`config.mk`:
```
export PLATFORM = sky130hd
export DESIGN_NAME = lc4_wb_arbiter_flat
export DESIGN_NICKNAME = d
export VERILOG_FILES = /design/src/rtl/lc4_wb_arbiter_pkg.sv /design/src/rtl/lc4_wb_arbiter_if.sv /design/src/rtl/lc4_wb_fifo2.sv /design/src/rtl/lc4_wb_arbiter.sv /design/src/flat_wrapper.sv
export SDC_FILE = /design/constraint.sdc
export NUM_CORES = 1
export LEC_CHECK = 0
export ABC_CLOCK_PERIOD_IN_PS = 3100
export CAP_MARGIN = 30
export CELL_PAD_IN_SITES_DETAIL_PLACEMENT = 2
export CELL_PAD_IN_SITES_GLOBAL_PLACEMENT = 2
export CORE_MARGIN = 2
export CORE_UTILIZATION = 25
export CTS_BUF_LIST = sky130_fd_sc_hd__clkbuf_2
export DETAILED_ROUTE_END_ITERATION = 7
export GPL_TIMING_DRIVEN = 1
export PLACE_DENSITY = 0.79
export SYNTH_ARGS = -nofsm -noshare
export SYNTH_HDL_FRONTEND = slang
export SYNTH_SLANG_ARGS = --single-unit
```
`constraint.sdc`:
```
create_clock -name clk -period 3.1 [get_ports clk]
set_input_delay 0.62 -clock clk [delete_from_list [all_inputs] [get_ports clk]]
set_output_delay 0.62 -clock clk [all_outputs]
set_load 0.01 [all_outputs]
```
`src/rtl/lc4_wb_arbiter_pkg.sv`:
```
// Shared LC4 definitions: register index width, default word width and the
// tag layout of a write-back queue entry.
package lc4_wb_arbiter_pkg;

    localparam int REG_W  = 3;
    localparam int WORD_W = 16;

    typedef logic [REG_W-1:0] reg_idx_t;

    // Queue entry = {valid, rd, data}; the data field is held beside the tag
    // because its width follows the word-width parameter of the instance.
    typedef struct packed {
        logic     valid;
        reg_idx_t rd;
    } q_tag_t;

    // True when a qualified register index matches another index.
    function automatic logic idx_match(input logic v, input reg_idx_t a, input reg_idx_t b);
        return v && (a == b);
    endfunction

endpackage

```
`src/rtl/lc4_wb_arbiter_if.sv`:
```
// Bus bundle between the pipeline (master) and the write-back arbiter (slave).
interface lc4_wb_arbiter_if
    import lc4_wb_arbiter_pkg::*;
#(
    parameter int n = WORD_W
);
    logic           i_alu_valid;
    reg_idx_t       i_alu_rd;
    logic [n-1:0]   i_alu_data;
    logic           i_ld_valid;
    reg_idx_t       i_ld_rd;
    logic [n-1:0]   i_ld_data;
    logic           o_ld_ready;
    reg_idx_t       o_rd;
    logic [n-1:0]   o_wdata;
    logic           o_rd_we;
    reg_idx_t       i_rs;
    reg_idx_t       i_rt;
    logic [n-1:0]   o_rs_fwd;
    logic [n-1:0]   o_rt_fwd;
    logic           o_rs_hit;
    logic           o_rt_hit;
    logic           o_stall;

    modport master (
        output i_alu_valid, i_alu_rd, i_alu_data,
        output i_ld_valid, i_ld_rd, i_ld_data,
        output i_rs, i_rt,
        input  o_ld_ready, o_rd, o_wdata, o_rd_we,
        input  o_rs_fwd, o_rt_fwd, o_rs_hit, o_rt_hit, o_stall
    );

    modport slave (
        input  i_alu_valid, i_alu_rd, i_alu_data,
        input  i_ld_valid, i_ld_rd, i_ld_data,
        input  i_rs, i_rt,
        output o_ld_ready, o_rd, o_wdata, o_rd_we,
        output o_rs_fwd, o_rt_fwd, o_rs_hit, o_rt_hit, o_stall
    );
endinterface

```
`src/rtl/lc4_wb_fifo2.sv`:
```
// Two-entry load write queue with in-place squash of matching entries and a
// dependency lookup for the two source selectors of the reading instruction.
module lc4_wb_fifo2
    import lc4_wb_arbiter_pkg::*;
#(
    parameter int n     = WORD_W,
    parameter int DEPTH = 2
)(
    input  logic         clk,
    input  logic         rst_n,
    input  logic         en,
    input  logic         push,
    input  logic         push_valid,
    input  reg_idx_t     push_rd,
    input  logic [n-1:0] push_data,
    input  logic         pop,
    input  logic         squash,
    input  reg_idx_t     squash_rd,
    input  reg_idx_t     rs,
    input  reg_idx_t     rt,
    output logic         full,
    output logic         empty,
    output logic         head_valid,
    output reg_idx_t     head_rd,
    output logic [n-1:0] head_data,
    output logic         dep_hit
);
    localparam int CNT_W = $clog2(DEPTH + 1);

    q_tag_t             tag_r  [2];
    logic [n-1:0]       data_r [2];
    logic               head_r;
    logic               tail_r;
    logic [CNT_W-1:0]   count_r;

    // Entry storage: a popped slot loses its valid bit so only live entries
    // can squash-match or raise a dependency; the push into the tail wins.
    always_ff @(posedge clk or negedge rst_n) begin
        if (!rst_n) begin
            for (int i = 0; i < 2; i++) begin
                tag_r[i]  <= '{valid: 1'b0, rd: 3'd0};
                data_r[i] <= {n{1'b0}};
            end
        end else if (en) begin
            for (int i = 0; i < 2; i++) begin
                if (pop && (head_r == 1'(i))) begin
                    tag_r[i].valid <= 1'b0;
                end else if (idx_match(squash, tag_r[i].rd, squash_rd)) begin
                    tag_r[i].valid <= 1'b0;
                end
                if (push && (tail_r == 1'(i))) begin
                    tag_r[i]  <= '{valid: push_valid, rd: push_rd};
                    data_r[i] <= push_data;
                end
            end
        end
    end

    // Pointers wrap modulo 2; occupancy is unchanged by a paired push and pop.
    always_ff @(posedge clk or negedge rst_n) begin
        if (!rst_n) begin
            head_r  <= 1'b0;
            tail_r  <= 1'b0;
            count_r <= {CNT_W{1'b0}};
        end else if (en) begin
            head_r <= head_r ^ pop;
            tail_r <= tail_r ^ push;
            case ({push, pop})
                2'b10:   count_r <= count_r + {{(CNT_W-1){1'b0}}, 1'b1};
                2'b01:   count_r <= count_r - {{(CNT_W-1){1'b0}}, 1'b1};
                default: count_r <= count_r;
            endcase
        end
    end

    // Status and head view.
    always_comb begin
        full       = (count_r == CNT_W'(DEPTH));
        empty      = (count_r == {CNT_W{1'b0}});
        head_valid = tag_r[head_r].valid;
        head_rd    = tag_r[head_r].rd;
        head_data  = data_r[head_r];
    end

    // A source depends on the queue when any live entry targets it.
    always_comb begin
        dep_hit = 1'b0;
        for (int i = 0; i < 2; i++) begin
            if (idx_match(tag_r[i].valid, tag_r[i].rd, rs) ||
                idx_match(tag_r[i].valid, tag_r[i].rd, rt)) begin
                dep_hit = 1'b1;
            end else begin
                dep_hit = dep_hit;
            end
        end
    end

endmodule

```
`src/rtl/lc4_wb_arbiter.sv`:
```
// Register-file write-back arbiter: ALU results write the next cycle with
// priority, loads are queued and drained in order when the ALU is idle.
module lc4_wb_arbiter
    import lc4_wb_arbiter_pkg::*;
#(
    parameter int n     = WORD_W,
    parameter int DEPTH = 2
)(
    input  logic             clk,
    input  logic             rst_n,
    input  logic             gwe,
    lc4_wb_arbiter_if.slave  bus
);
    logic         q_full_s;
    logic         q_empty_s;
    logic         q_head_valid_s;
    reg_idx_t     q_head_rd_s;
    logic [n-1:0] q_head_data_s;
    logic         q_dep_s;
    logic         ld_ready_s;
    logic         ld_push_s;
    logic         ld_push_valid_s;
    logic         q_pop_s;

    reg_idx_t     rd_r;
    logic [n-1:0] wdata_r;
    logic         we_r;

    // Load acceptance and queue control; a load whose rd equals the same-cycle
    // ALU rd is older than the ALU result and therefore enters already dead.
    always_comb begin
        ld_ready_s      = !q_full_s && gwe;
        ld_push_s       = bus.i_ld_valid && ld_ready_s;
        ld_push_valid_s = !idx_match(bus.i_alu_valid, bus.i_alu_rd, bus.i_ld_rd);
        q_pop_s         = !q_empty_s && !bus.i_alu_valid;
    end

    lc4_wb_fifo2 #(.n(n), .DEPTH(DEPTH)) u_fifo (
        .clk        (clk),
        .rst_n      (rst_n),
        .en         (gwe),
        .push       (ld_push_s),
        .push_valid (ld_push_valid_s),
        .push_rd    (bus.i_ld_rd),
        .push_data  (bus.i_ld_data),
        .pop        (q_pop_s),
        .squash     (bus.i_alu_valid),
        .squash_rd  (bus.i_alu_rd),
        .rs         (bus.i_rs),
        .rt         (bus.i_rt),
        .full       (q_full_s),
        .empty      (q_empty_s),
        .head_valid (q_head_valid_s),
        .head_rd    (q_head_rd_s),
        .head_data  (q_head_data_s),
        .dep_hit    (q_dep_s)
    );

    // Output write port: ALU first, else queue head, else an idle (we=0) cycle.
    always_ff @(posedge clk or negedge rst_n) begin
        if (!rst_n) begin
            rd_r    <= 3'd0;
            wdata_r <= {n{1'b0}};
            we_r    <= 1'b0;
        end else if (gwe) begin
            if (bus.i_alu_valid) begin
                rd_r    <= bus.i_alu_rd;
                wdata_r <= bus.i_alu_data;
                we_r    <= 1'b1;
            end else if (!q_empty_s) begin
                rd_r    <= q_head_rd_s;
                wdata_r <= q_head_data_s;
                we_r    <= q_head_valid_s;
            end else begin
                we_r    <= 1'b0;
            end
        end
    end

    // Bypass from the pending register-file write and load-dependency stall.
    always_comb begin
        bus.o_ld_ready = ld_ready_s;
        bus.o_rd       = rd_r;
        bus.o_wdata    = wdata_r;
        bus.o_rd_we    = we_r;
        bus.o_rs_hit   = idx_match(we_r, rd_r, bus.i_rs);
        bus.o_rt_hit   = idx_match(we_r, rd_r, bus.i_rt);
        if (bus.o_rs_hit) bus.o_rs_fwd = wdata_r;
        else              bus.o_rs_fwd = {n{1'b0}};
        if (bus.o_rt_hit) bus.o_rt_fwd = wdata_r;
        else              bus.o_rt_fwd = {n{1'b0}};
        bus.o_stall    = q_dep_s;
    end

endmodule
```
`src/flat_wrapper.sv`:
```
// flat-port wrapper written by rule: the top's interface ports become plain ports
module lc4_wb_arbiter_flat import lc4_wb_arbiter_pkg::*;
#(
    parameter int n     = WORD_W,
    parameter int DEPTH = 2
)
  (clk, rst_n, gwe, bus_i_alu_valid, bus_i_alu_rd, bus_i_alu_data, bus_i_ld_valid, bus_i_ld_rd, bus_i_ld_data, bus_i_rs, bus_i_rt, bus_o_ld_ready, bus_o_rd, bus_o_wdata, bus_o_rd_we, bus_o_rs_fwd, bus_o_rt_fwd, bus_o_rs_hit, bus_o_rt_hit, bus_o_stall);
  lc4_wb_arbiter_if #(.n(n)) bus_i ();
  input  logic clk;
  input  logic rst_n;
  input  logic gwe;
  input wire logic [$bits(bus_i.i_alu_valid)-1:0] bus_i_alu_valid;
  input wire logic [$bits(bus_i.i_alu_rd)-1:0] bus_i_alu_rd;
  input wire logic [$bits(bus_i.i_alu_data)-1:0] bus_i_alu_data;
  input wire logic [$bits(bus_i.i_ld_valid)-1:0] bus_i_ld_valid;
  input wire logic [$bits(bus_i.i_ld_rd)-1:0] bus_i_ld_rd;
  input wire logic [$bits(bus_i.i_ld_data)-1:0] bus_i_ld_data;
  input wire logic [$bits(bus_i.i_rs)-1:0] bus_i_rs;
  input wire logic [$bits(bus_i.i_rt)-1:0] bus_i_rt;
  output wire logic [$bits(bus_i.o_ld_ready)-1:0] bus_o_ld_ready;
  output wire logic [$bits(bus_i.o_rd)-1:0] bus_o_rd;
  output wire logic [$bits(bus_i.o_wdata)-1:0] bus_o_wdata;
  output wire logic [$bits(bus_i.o_rd_we)-1:0] bus_o_rd_we;
  output wire logic [$bits(bus_i.o_rs_fwd)-1:0] bus_o_rs_fwd;
  output wire logic [$bits(bus_i.o_rt_fwd)-1:0] bus_o_rt_fwd;
  output wire logic [$bits(bus_i.o_rs_hit)-1:0] bus_o_rs_hit;
  output wire logic [$bits(bus_i.o_rt_hit)-1:0] bus_o_rt_hit;
  output wire logic [$bits(bus_i.o_stall)-1:0] bus_o_stall;
  assign bus_i.i_alu_valid = bus_i_alu_valid;
  assign bus_i.i_alu_rd = bus_i_alu_rd;
  assign bus_i.i_alu_data = bus_i_alu_data;
  assign bus_i.i_ld_valid = bus_i_ld_valid;
  assign bus_i.i_ld_rd = bus_i_ld_rd;
  assign bus_i.i_ld_data = bus_i_ld_data;
  assign bus_i.i_rs = bus_i_rs;
  assign bus_i.i_rt = bus_i_rt;
  assign bus_o_ld_ready = bus_i.o_ld_ready;
  assign bus_o_rd = bus_i.o_rd;
  assign bus_o_wdata = bus_i.o_wdata;
  assign bus_o_rd_we = bus_i.o_rd_we;
  assign bus_o_rs_fwd = bus_i.o_rs_fwd;
  assign bus_o_rt_fwd = bus_i.o_rt_fwd;
  assign bus_o_rs_hit = bus_i.o_rs_hit;
  assign bus_o_rt_hit = bus_i.o_rt_hit;
  assign bus_o_stall = bus_i.o_stall;
  lc4_wb_arbiter #(.n(n), .DEPTH(DEPTH)) u_core (.clk(clk), .rst_n(rst_n), .gwe(gwe), .bus(bus_i));
endmodule
```
==> flow_summary.toml, run 1 <==
[timing]
setup_violations = 0
rsz0062_at_grt = "no"
fmaxAchievable_mhz = 330
slew-limit-headroom_pct = 62.6
worst_pin_slew_ns = 0.559
drv_slew = 0
final.setup.tns_ns = 0
fin_crit_ns = 3.03
period_share_pct = 97.8
hold_violations = 0
clock_skew_ns = 0.0152

[critical_path]
slowest_stage = "clkdlybuf4s50_1"
crit_buf_inv = 4
cp-startpoint = "bus_i_rt[0]"
cp-start-kind = "input pin"
r2r_cells = 6
r2r_start = "u_core.u_fifo.count_r[0]$_DFFE_PN0P_"
crit_arrival_ns = 2.41
r2r_end = "u_core.u_fifo.data_r[29]$_DFFE_PN0P_"
cp-end-kind = "output port"
crit_chain = "clkdlybuf4s50_1 > xnor2_1 > nand2_1 > nor3_2 > buf_4 > buf_6 > and2_1 > clkdlybuf4s50_1"
crit_family = "buffers and inverters"
crit_top_cell = "clkdlybuf4s50_1"
max_stage_delay_ns = 0.54
worst-endpoint-required_ns = 2.48
crit_type = "input pin to output port"
crit_path_max_fanout = 9
reg2reg_setup_slack_ns = 0.96

[power]
pwr-share-clk_pct = 12.9
leakage_nw = 2.31
seqPwrFrac_pct = 41.8
p_int_w = 0.00241
combPwrFrac_pct = 45.3
finalPower_w = 0.00390
power_density_nw_per_um2 = 797
switching_share_pct = 38.1
ir_drop_mv = 0.173
p_sw_w = 0.00149

[synthesis]
avgSynthCellArea_sq_um = 10.8
yosysWarnings = 0
async_flop_share_pct = 100
synth_fp_nets = 374
ys.flop_type = "dfrtp_1"
yosysUniqueCellTypes = 32
syn-cell-area_sq_um = 3480
netlist_instances = 321
ys_seq_elements = 64
ys_seq_area_share_pct = 46.0
synth_edf_count = 0

[die]
core_area_sq_um = 13700
die_x_um = 122
initial_core_util_pct = 25.4
die_height_um = 122
top_level_ports = 105
num_rows = 43
fp.dieArea_sq_um = 14900

[global_route]
antenna_found_initial = 3
grt_pass1_vias = 3025
grt_usage_pct = 14.7
grt_use_met1_pct = 18.1
grtUsageMet3_pct = 3.00
grt_pass1_wl_um = 16600
busiest_layer = "met2"
grt_max_degree = 65
grtUsageMet2_pct = 25.1
gr-total-overflow = 0

[clock_network]
cts.clk_slew.worst_paths_ns = 0.19
cts_made_buffers = 9
cts_sinks = 64
insertion_delay_ns = 0.53
hold_buffers = 0
cts_tree = "done"
cts-htree-levels = 3
cts_root_buffer = "clkbuf_2"
clockBufferDepth = 2

[route]
final_antenna_net_count = 0
wirelength_um = 10700
wl_per_cell_um = 17.4
via_per_inst = 4.45
first_pass_iters = 3
drtIter0Drc = 72
drc_errors = 0
num_vias = 2750

[place]
dp.cells = 599
postPlaceCellArea_sq_um = 4710
place.gp.congestion = 0.759
portBuffers = 104
place_hpwl_um = 8030

[cells_and_area]
n_fill_cell = 1439
finalNonFillerCells = 618
layout.nets = 485
drive_gt1_share_pct = 16.7
final_cell_area_sq_um = 4890
synthToLayoutAreaGrowth_pct = 40.4
post-route-util_pct = 35.6

[run_status]
status = "completed"

[worst_hold_path]
hold_class = "input pin to asynchronous set/reset pin"

[job]
maxCapViolations = 0
## cells in the mapped netlist, drive strengths merged (6+ instances only)
cell type	number	area (sq um)
dfrtp	64	1600
mux2	39	443
and2	33	206
nor2	26	97.6
nand2	23	91.3
mux2i	22	220
o21ai	21	105
a21oi	20	100
xnor2	17	149
xor2	13	114
buf	12	118
clkbuf	6	32.5
## registers in the layout, indices dropped and copies added, names as in the netlist
| register | flops |
|---|---|
| u_core.bus.o_wdata | 16 |
| u_core.u_fifo.tail_r | 1 |
| u_core.u_fifo.tag_r | 8 |
| u_core.u_fifo.count_r | 2 |
| u_core.u_fifo.head_r | 1 |
| u_core.u_fifo.data_r | 32 |
| u_core.bus.o_rd_we | 1 |
| u_core.bus.o_rd | 3 |
## layout by cell type (no fill, tap or decap), types with 2 or more instances in the layout
cell type	n
clkdlybuf4s50_1	87
dfrtp_1	64
mux2_2	38
and2_1	33
nor2_1	26
mux2i_1	22
nand2_1	21
o21ai_0	20
a21oi_1	20
xnor2_1	17
dlymetal6s2s_1	16
xor2_1	13
clkbuf_2	9
buf_4	9
ha_1	4
inv_1	3
nand4_1	3
nor3_1	3
diode_2	2
nor3_2	2
nand3_1	2
nand2_2	2
clkinvlp_4	2
clkinv_1	2
buf_6	2
## worst max-delay path by stage
stage	slack, ns	cells past startpoint	to
4_1_cts	0.02	6	bus_o_rt_fwd[10]
5_1_grt	0.0008	8	bus_o_rt_fwd[7]
2_1_floorplan	0.88	7	u_core.u_fifo.data_r[16]$_DFFE_PN0P_
3_5_place_dp	0.009	6	bus_o_rt_fwd[10]
6_report	0.07	8	bus_o_rt_fwd[13]
3_3_place_gp	0.07	6	bus_o_rt_fwd[10]
## power groups by stage
stage | sequential, W | combinational [W] | clock [W]
floorplan | 0.00155 | 0.00105 | 0
global placement | 0.00167 | 0.00160 | 0
detailed placement | 0.00166 | 0.00177 | 0
CTS | 0.00164 | 0.00179 | 0.000520
global route | 0.00170 | 0.00195 | 0.000559
finish | 0.00163 | 0.00177 | 0.000503
## metal layers
layer	wire length (um)	vias up	share of wire [%]
met3	533	20	5.0
met1	4570	1354	43
met5	13	-	0.12
met2	5380	65	50
li1	-	1309	-
met4	230	2	2.1
## final cells by class
type | instances | area (sq um) | share of cell area, %
multi-input combinational | 236 | 1720 | 35.1
sequential | 64 | 1600 | 32.8
timing repair buffer | 118 | 1220 | 25.0
tap | 180 | 225 | 4.61
clock inverter | 6 | 61.3 | 1.25
clock buffer | 9 | 45.0 | 0.921
inverter | 3 | 11.3 | 0.230
antenna | 2 | 5.00 | 0.102
## metrics by stage
stage | setup WS (ns) | hold WS (ns)
floorplan | 0.879 | 0.324
global placement | 0.0745 | 0.486
detailed placement | 0.00868 | 0.493
CTS | 0.0183 | 0.0743
global route | 0.000844 | 0.0749
finish | 0.0687 | 0.0587
## what timing repair did
action,4_1_cts,5_1_grt
gates cloned,0,1
pin swaps,0,0
hold endpoints to repair,0,0
resized for setup,1,18
endpoints found under the setup margin,1,31
setup buffers,0,1
## logic make-up (layout without fill, tap and decap cells)
logic type | after synthesis | after routing | synth area share (%)
other | 0 | 2 | 0
flip-flops | 64 | 64 | 46.0
XOR/XNOR | 30 | 30 | 7.55
AO/OA/AOI/OAI | 45 | 45 | 7.19
adder cells (fa/ha/maj) | 4 | 4 | 1.44
AND/OR/NAND/NOR | 96 | 96 | 14.1
buffers and inverters | 21 | 136 | 4.64
multiplexers | 61 | 61 | 19.1
## worst reg2reg max path, stage by stage (launching register included)
cell,delay (ns)
dfrtp_1,0.51
inv_1,0.07
a21boi_0,0.24
and2_1,0.23
ha_1,0.25
nand2_2,0.34
mux2_2,0.42
No activity file was read; power rests on OpenSTA's default activity.
==> run 2, diff against run 1 <==
Settings changed: ABC_CLOCK_PERIOD_IN_PS 3100 to 3300, SETUP_SLACK_MARGIN set to 0.15.
Clock period 3.1 ns to 3.3 ns, I/O delays scaled along.
==> run 2 against run 1 <==
Non-clock buffer count fell by 5. Sequential share of layout area rose by 0.75 points. Global-route usage fell by 0.32 points. Die area did not move. Flip-flop and latch count did not move. Power fell by 9.0%. Final cell count fell by 0.81%. Critical path type unchanged. Via count fell by 1.7%. Worst setup slack improved by 0.15 ns. Highest routed layer is now met4. Clock-buffer cell count did not move. Register-to-register slack improved by 0.21 ns. Routed wire length fell by 4.1%.
==> flow_summary.toml, run 2 (synthesis gave the netlist of run 1 again) <==
[critical_path]
r2r_start = "u_core.u_fifo.count_r[0]$_DFFE_PN0P_"
cp-end-kind = "output port"
r2r_cells = 6
crit_buf_inv = 3
crit_chain = "clkdlybuf4s50_1 > xor2_1 > nor3_2 > buf_6 > and2_1 > clkdlybuf4s50_1"
path_depth = 6
cp-start-kind = "input pin"
crit_family = "buffers and inverters"
slowest_stage = "clkdlybuf4s50_1"
crit_top_cell = "clkdlybuf4s50_1"
worst-endpoint-required_ns = 2.64
crit_type = "input pin to output port"
crit_path_max_fanout = 17
max_stage_delay_ns = 0.53
reg2reg_setup_slack_ns = 1.17
cp-startpoint = "bus_i_rt[2]"
crit_arrival_ns = 2.42

[die]
num_rows = 43
initial_core_util_pct = 25.4
fp.dieArea_sq_um = 14900
die_x_um = 122
core_area_sq_um = 13700
top_level_ports = 105
die_height_um = 122

[clock_network]
post-cts-setup-buffers = 0
insertion_delay_ns = 0.52
hold_buffers = 0
cts_sinks = 64
cts_made_buffers = 9
cts-htree-levels = 3
cts.clk_slew.worst_paths_ns = 0.18
cts_tree = "done"
clockBufferDepth = 2
cts_root_buffer = "clkbuf_2"

[route]
first_pass_iters = 4
drtIter0Drc = 77
m1WireLength_um = 4510
final_antenna_net_count = 0
via_per_inst = 4.41
drc_errors = 0
num_vias = 2703
wirelength_um = 10300
met3WireLength_um = 449
wl_per_cell_um = 16.8
met2_length_um = 5170
routed.top_layer = "met4"

[timing]
fmaxAchievable_mhz = 325
hold_violations = 0
drv_slew = 0
slew-limit-headroom_pct = 43.2
rsz0062_at_grt = "no"
fin_crit_ns = 3.08
setup_violations = 0
final.setup.tns_ns = 0
worst_slack_ns = 0.220
worst_pin_slew_ns = 0.853
clock_skew_ns = 0.0163
period_share_pct = 93.3

[place]
postPlaceCellArea_sq_um = 4660
portBuffers = 104
place_hpwl_um = 8060
dpl_worst_slack_ns = 0.164
place.gp.congestion = 0.743
dp.cells = 596

[power]
seqPwrFrac_pct = 43.4
ir_drop_mv = 0.181
switching_share_pct = 38.9
p_int_w = 0.00217
leakage_nw = 2.06
pwr-share-clk_pct = 11.3
power_density_nw_per_um2 = 742
combPwrFrac_pct = 45.3
p_sw_w = 0.00138

[job]
maxCapViolations = 0

[cells_and_area]
synthToLayoutAreaGrowth_pct = 37.3
drive_gt1_share_pct = 16.2
layout.nets = 480
largest_register_ffs = 32
mostFrequentLayoutCell = "clkdlybuf4s50_1"
regMostFlops = "u_core.u_fifo.data_r"
final_cell_area_sq_um = 4780
mostFrequentLayoutCells = "97 x clkdlybuf4s50_1, 64 x dfrtp_1, 38 x mux2_2"
finalNonFillerCells = 613

[global_route]
gr-total-overflow = 0
grt_pass1_wl_um = 16300
grt_usage_pct = 14.4
grt_max_degree = 39
grt_pass1_vias = 3004
antenna_found_initial = 1

[run_status]
status = "completed"

[worst_hold_path]
hold_class = "input pin to asynchronous set/reset pin"
-- run 2: layout make-up --
class	instances	area, sq um
tap	180	225
inverter	3	11.3
fill	1472	8940
clock buffer	9	45.0
timing repair buffer	113	1130
sequential	64	1600
multi-input combinational	236	1720
antenna	1	2.50
clock inverter	7	48.8
-- run 2: stage by stage --
| step | power [W] | utilization [%] | hold WS (ns) |
|---|---|---|---|
| floorplan | 0.00244 | - | 0.364 |
| global placement | 0.00306 | 34.0 | 0.486 |
| detailed placement | 0.00319 | 34.0 | 0.494 |
| CTS | 0.00360 | 34.6 | 0.207 |
| global route | 0.00384 | 34.8 | 0.205 |
| finish | 0.00355 | 34.8 | 0.220 |
-- run 2: final timing paths --
check	to
max	bus_o_rt_fwd[7]
min	u_core.u_fifo.data_r[28]$_DFFE_PN0P_
min in group clk	u_core.u_fifo.data_r[22]$_DFFE_PN0P_
max reg2reg	u_core.u_fifo.data_r[5]$_DFFE_PN0P_
max in group asynchronous	u_core.u_fifo.data_r[30]$_DFFE_PN0P_
min reg2reg	u_core.u_fifo.data_r[22]$_DFFE_PN0P_
-- run 2: power groups by stage --
stage	clock network, W	logic, W	registers [W]
2_1_floorplan	0	0.000987	0.00145
3_3_place_gp	0	0.00154	0.00152
3_5_place_dp	0	0.00162	0.00157
4_1_cts	0.000417	0.00164	0.00155
5_1_grt	0.000454	0.00178	0.00161
6_report	0.000399	0.00161	0.00154
-- run 2: timing repair --
| action | in CTS | in global routing |
|---|---|---|
| resized for setup | 0 | 8 |
| setup endpoints to repair | 0 | 32 |
| hold endpoints to repair | 0 | 0 |
-- run 2: worst reg2reg max path, stage by stage, from the launching register on --
cell	delay (ns)
dfrtp_1	0.52
inv_1	0.07
a21boi_0	0.23
and2_1	0.22
ha_1	0.23
nand2_2	0.36
mux2_4	0.43
-- run 2: routing by layer --
metal / GRT usage [%] / vias to the layer above
met5: 0 / -
met4: 4.74 / 0
li1: - / 1304
met1: 17.8 / 1328
met2: 24.8 / 59
met3: 3.14 / 12
==> run 3, diff against run 2 <==
Settings changed: CORE_UTILIZATION 25 to 30, PLACE_DENSITY 0.79 to 0.91.
==> run 3 against run 2 <==
Hold slack worse by 0.014 ns. Sequential share of layout area up 0.079 points. Flip-flop and latch count unchanged. Maximum frequency down 0.13%. Via count increased by 5.2%. Sequential power hardly changed. Routed wire length increased by 13%. Non-clock buffer count grew 3. Final cell count fell by 5.7%. Power rose by 4.8%.
==> flow_summary.toml, run 3 (synthesis gave the netlist of run 1 again) <==
[run_status]
status = "completed"

[cells_and_area]
n_antenna_cell = 0
post-route-util_pct = 42.0
layout.nets = 483
drive_gt1_share_pct = 17.0
synthToLayoutAreaGrowth_pct = 37.1
mostFrequentLayoutCells = "95 x clkdlybuf4s50_1, 63 x dfrtp_1, 38 x mux2_2"
mostFrequentLayoutCell = "clkdlybuf4s50_1"
largest_register_ffs = 32
regMostFlops = "u_core.u_fifo.data_r"
finalNonFillerCells = 578

[timing]
setup_violations = 0
period_share_pct = 93.5
hold_violations = 0
fin_crit_ns = 3.08
rsz0062_at_grt = "yes"
final.setup.tns_ns = 0
clock_skew_ns = 0.0209
slew-limit-headroom_pct = 43.8
fmaxAchievable_mhz = 324
worst_pin_slew_ns = 0.842
drv_slew = 0

[route]
via_per_inst = 4.92
first_pass_iters = 4
drtIter0Drc = 88
wirelength_um = 11600
drc_errors = 0
final_antenna_net_count = 0
wl_per_cell_um = 20.1
num_vias = 2843

[clock_network]
cts.clk_slew.worst_paths_ns = 0.18
cts-htree-levels = 3
cts_sinks = 64
insertion_delay_ns = 0.53
cts_tree = "done"
clockBufferDepth = 2
hold_buffers = 0
cts_root_buffer = "clkbuf_2"
cts_made_buffers = 9

[critical_path]
crit_path_max_fanout = 17
cp-start-kind = "input pin"
slowest_stage = "clkdlybuf4s50_1"
crit_top_cell = "clkdlybuf4s50_1"
crit_chain = "clkdlybuf4s50_1 > xor2_1 > nor3_2 > buf_6 > and2_1 > clkdlybuf4s50_1"
worst-endpoint-required_ns = 2.64
cp-end-kind = "output port"
crit_type = "input pin to output port"
max_stage_delay_ns = 0.55
crit_buf_inv = 3
crit_family = "buffers and inverters"
crit_arrival_ns = 2.42

[die]
num_rows = 39
top_level_ports = 105
core_area_sq_um = 11400
initial_core_util_pct = 30.6
fp.dieArea_sq_um = 12500
die_height_um = 112
die_x_um = 112

[global_route]
grt_pass1_vias = 3221
grt_usage_pct = 18.6
grt_pass1_wl_um = 18000
antenna_found_initial = 2
grt_max_degree = 39
gr-total-overflow = 0

[power]
finalPower_w = 0.00372
ir_drop_mv = 0.254
power_density_nw_per_um2 = 779
leakage_nw = 2.09

[place]
place_hpwl_um = 8730
dp.cells = 558
portBuffers = 104
place.gp.congestion = 0.777

[worst_hold_path]
hold_class = "input pin to asynchronous set/reset pin"

[job]
maxCapViolations = 0
==> run 3: cell count changes in the layout (fill, tap and decap cells not counted), sizes merged <==
cell,change
clkdlybuf4s50,-2
dlymetal6s2s,-2
diode,-1
dlygate4sd2,+4
clkinvlp,-1
buf,+3
bufinv,+1
==> run 3: layer usage <==
layer	routed length, um	global-route usage (%)	up-vias
met2	6130	33.5	76
met1	4650	21.6	1431
li1	-	-	1311
met4	328	6.75	2
met5	13	0	-
met3	498	4.08	23
==> run 3: timing repair <==
action                     CTS  global route
setup endpoints to repair   22            31
pin swaps                    0             0
resized for setup            7             8
setup buffers                0             3
gates cloned                 0             1
==> run 3: worst paths after layout <==
path	start	end	slack, ns	depth (start not counted)
max reg2reg	u_core.u_fifo.count_r[0]$_DFFE_PN0P_	u_core.u_fifo.data_r[14]$_DFFE_PN0P_	1.24	6
min in group clk	u_core.u_fifo.data_r[27]$_DFFE_PN0P_	u_core.u_fifo.data_r[27]$_DFFE_PN0P_	0.53	1
max	bus_i_rt[1]	bus_o_rt_fwd[11]	0.22	6
min	rst_n	u_core.bus.o_wdata[8]$_DFFE_PN0P_	0.21	1
min reg2reg	u_core.u_fifo.data_r[27]$_DFFE_PN0P_	u_core.u_fifo.data_r[27]$_DFFE_PN0P_	0.53	1
max in group asynchronous	rst_n	u_core.u_fifo.tag_r[7]$_DFFE_PN0P_	2.34	2
==> run 3: final cells by class <==
class	instances	area [sq um]
well taps	143	179
repair buffers	116	1140
flip-flops and latches	64	1600
multi-input cells	236	1730
clock inverters	7	62.6
fillers	1180	6600
inverters	3	11.3
clock buffers	9	45.0
==> run 3: metrics by stage <==
| stage | area, sq um | hold WS [ns] | setup slack [ns] |
|---|---|---|---|
| after floorplan | 3480 | 0.364 | 1.04 |
| after global placement | 4610 | 0.486 | 0.214 |
| after detailed placement | 4610 | 0.497 | 0.0561 |
| after CTS | 4720 | 0.181 | 0.150 |
| after global routing | 4770 | 0.204 | 0.118 |
| final | 4770 | 0.206 | 0.216 |
==> run 3: where the power goes <==
group	internal, W	switching [W]	total [W]
Sequential	0.00115	0.000417	0.00157
Combinational	0.000940	0.000742	0.00168
Clock	0.000166	0.000300	0.000467
==> run 3: worst register-to-register path: stages, from the launching register on <==
cell	delay [ns]
dfrtp_1	0.52
inv_1	0.06
a21boi_0	0.21
and2_1	0.23
ha_1	0.20
nand2_2	0.33
mux2_2	0.41
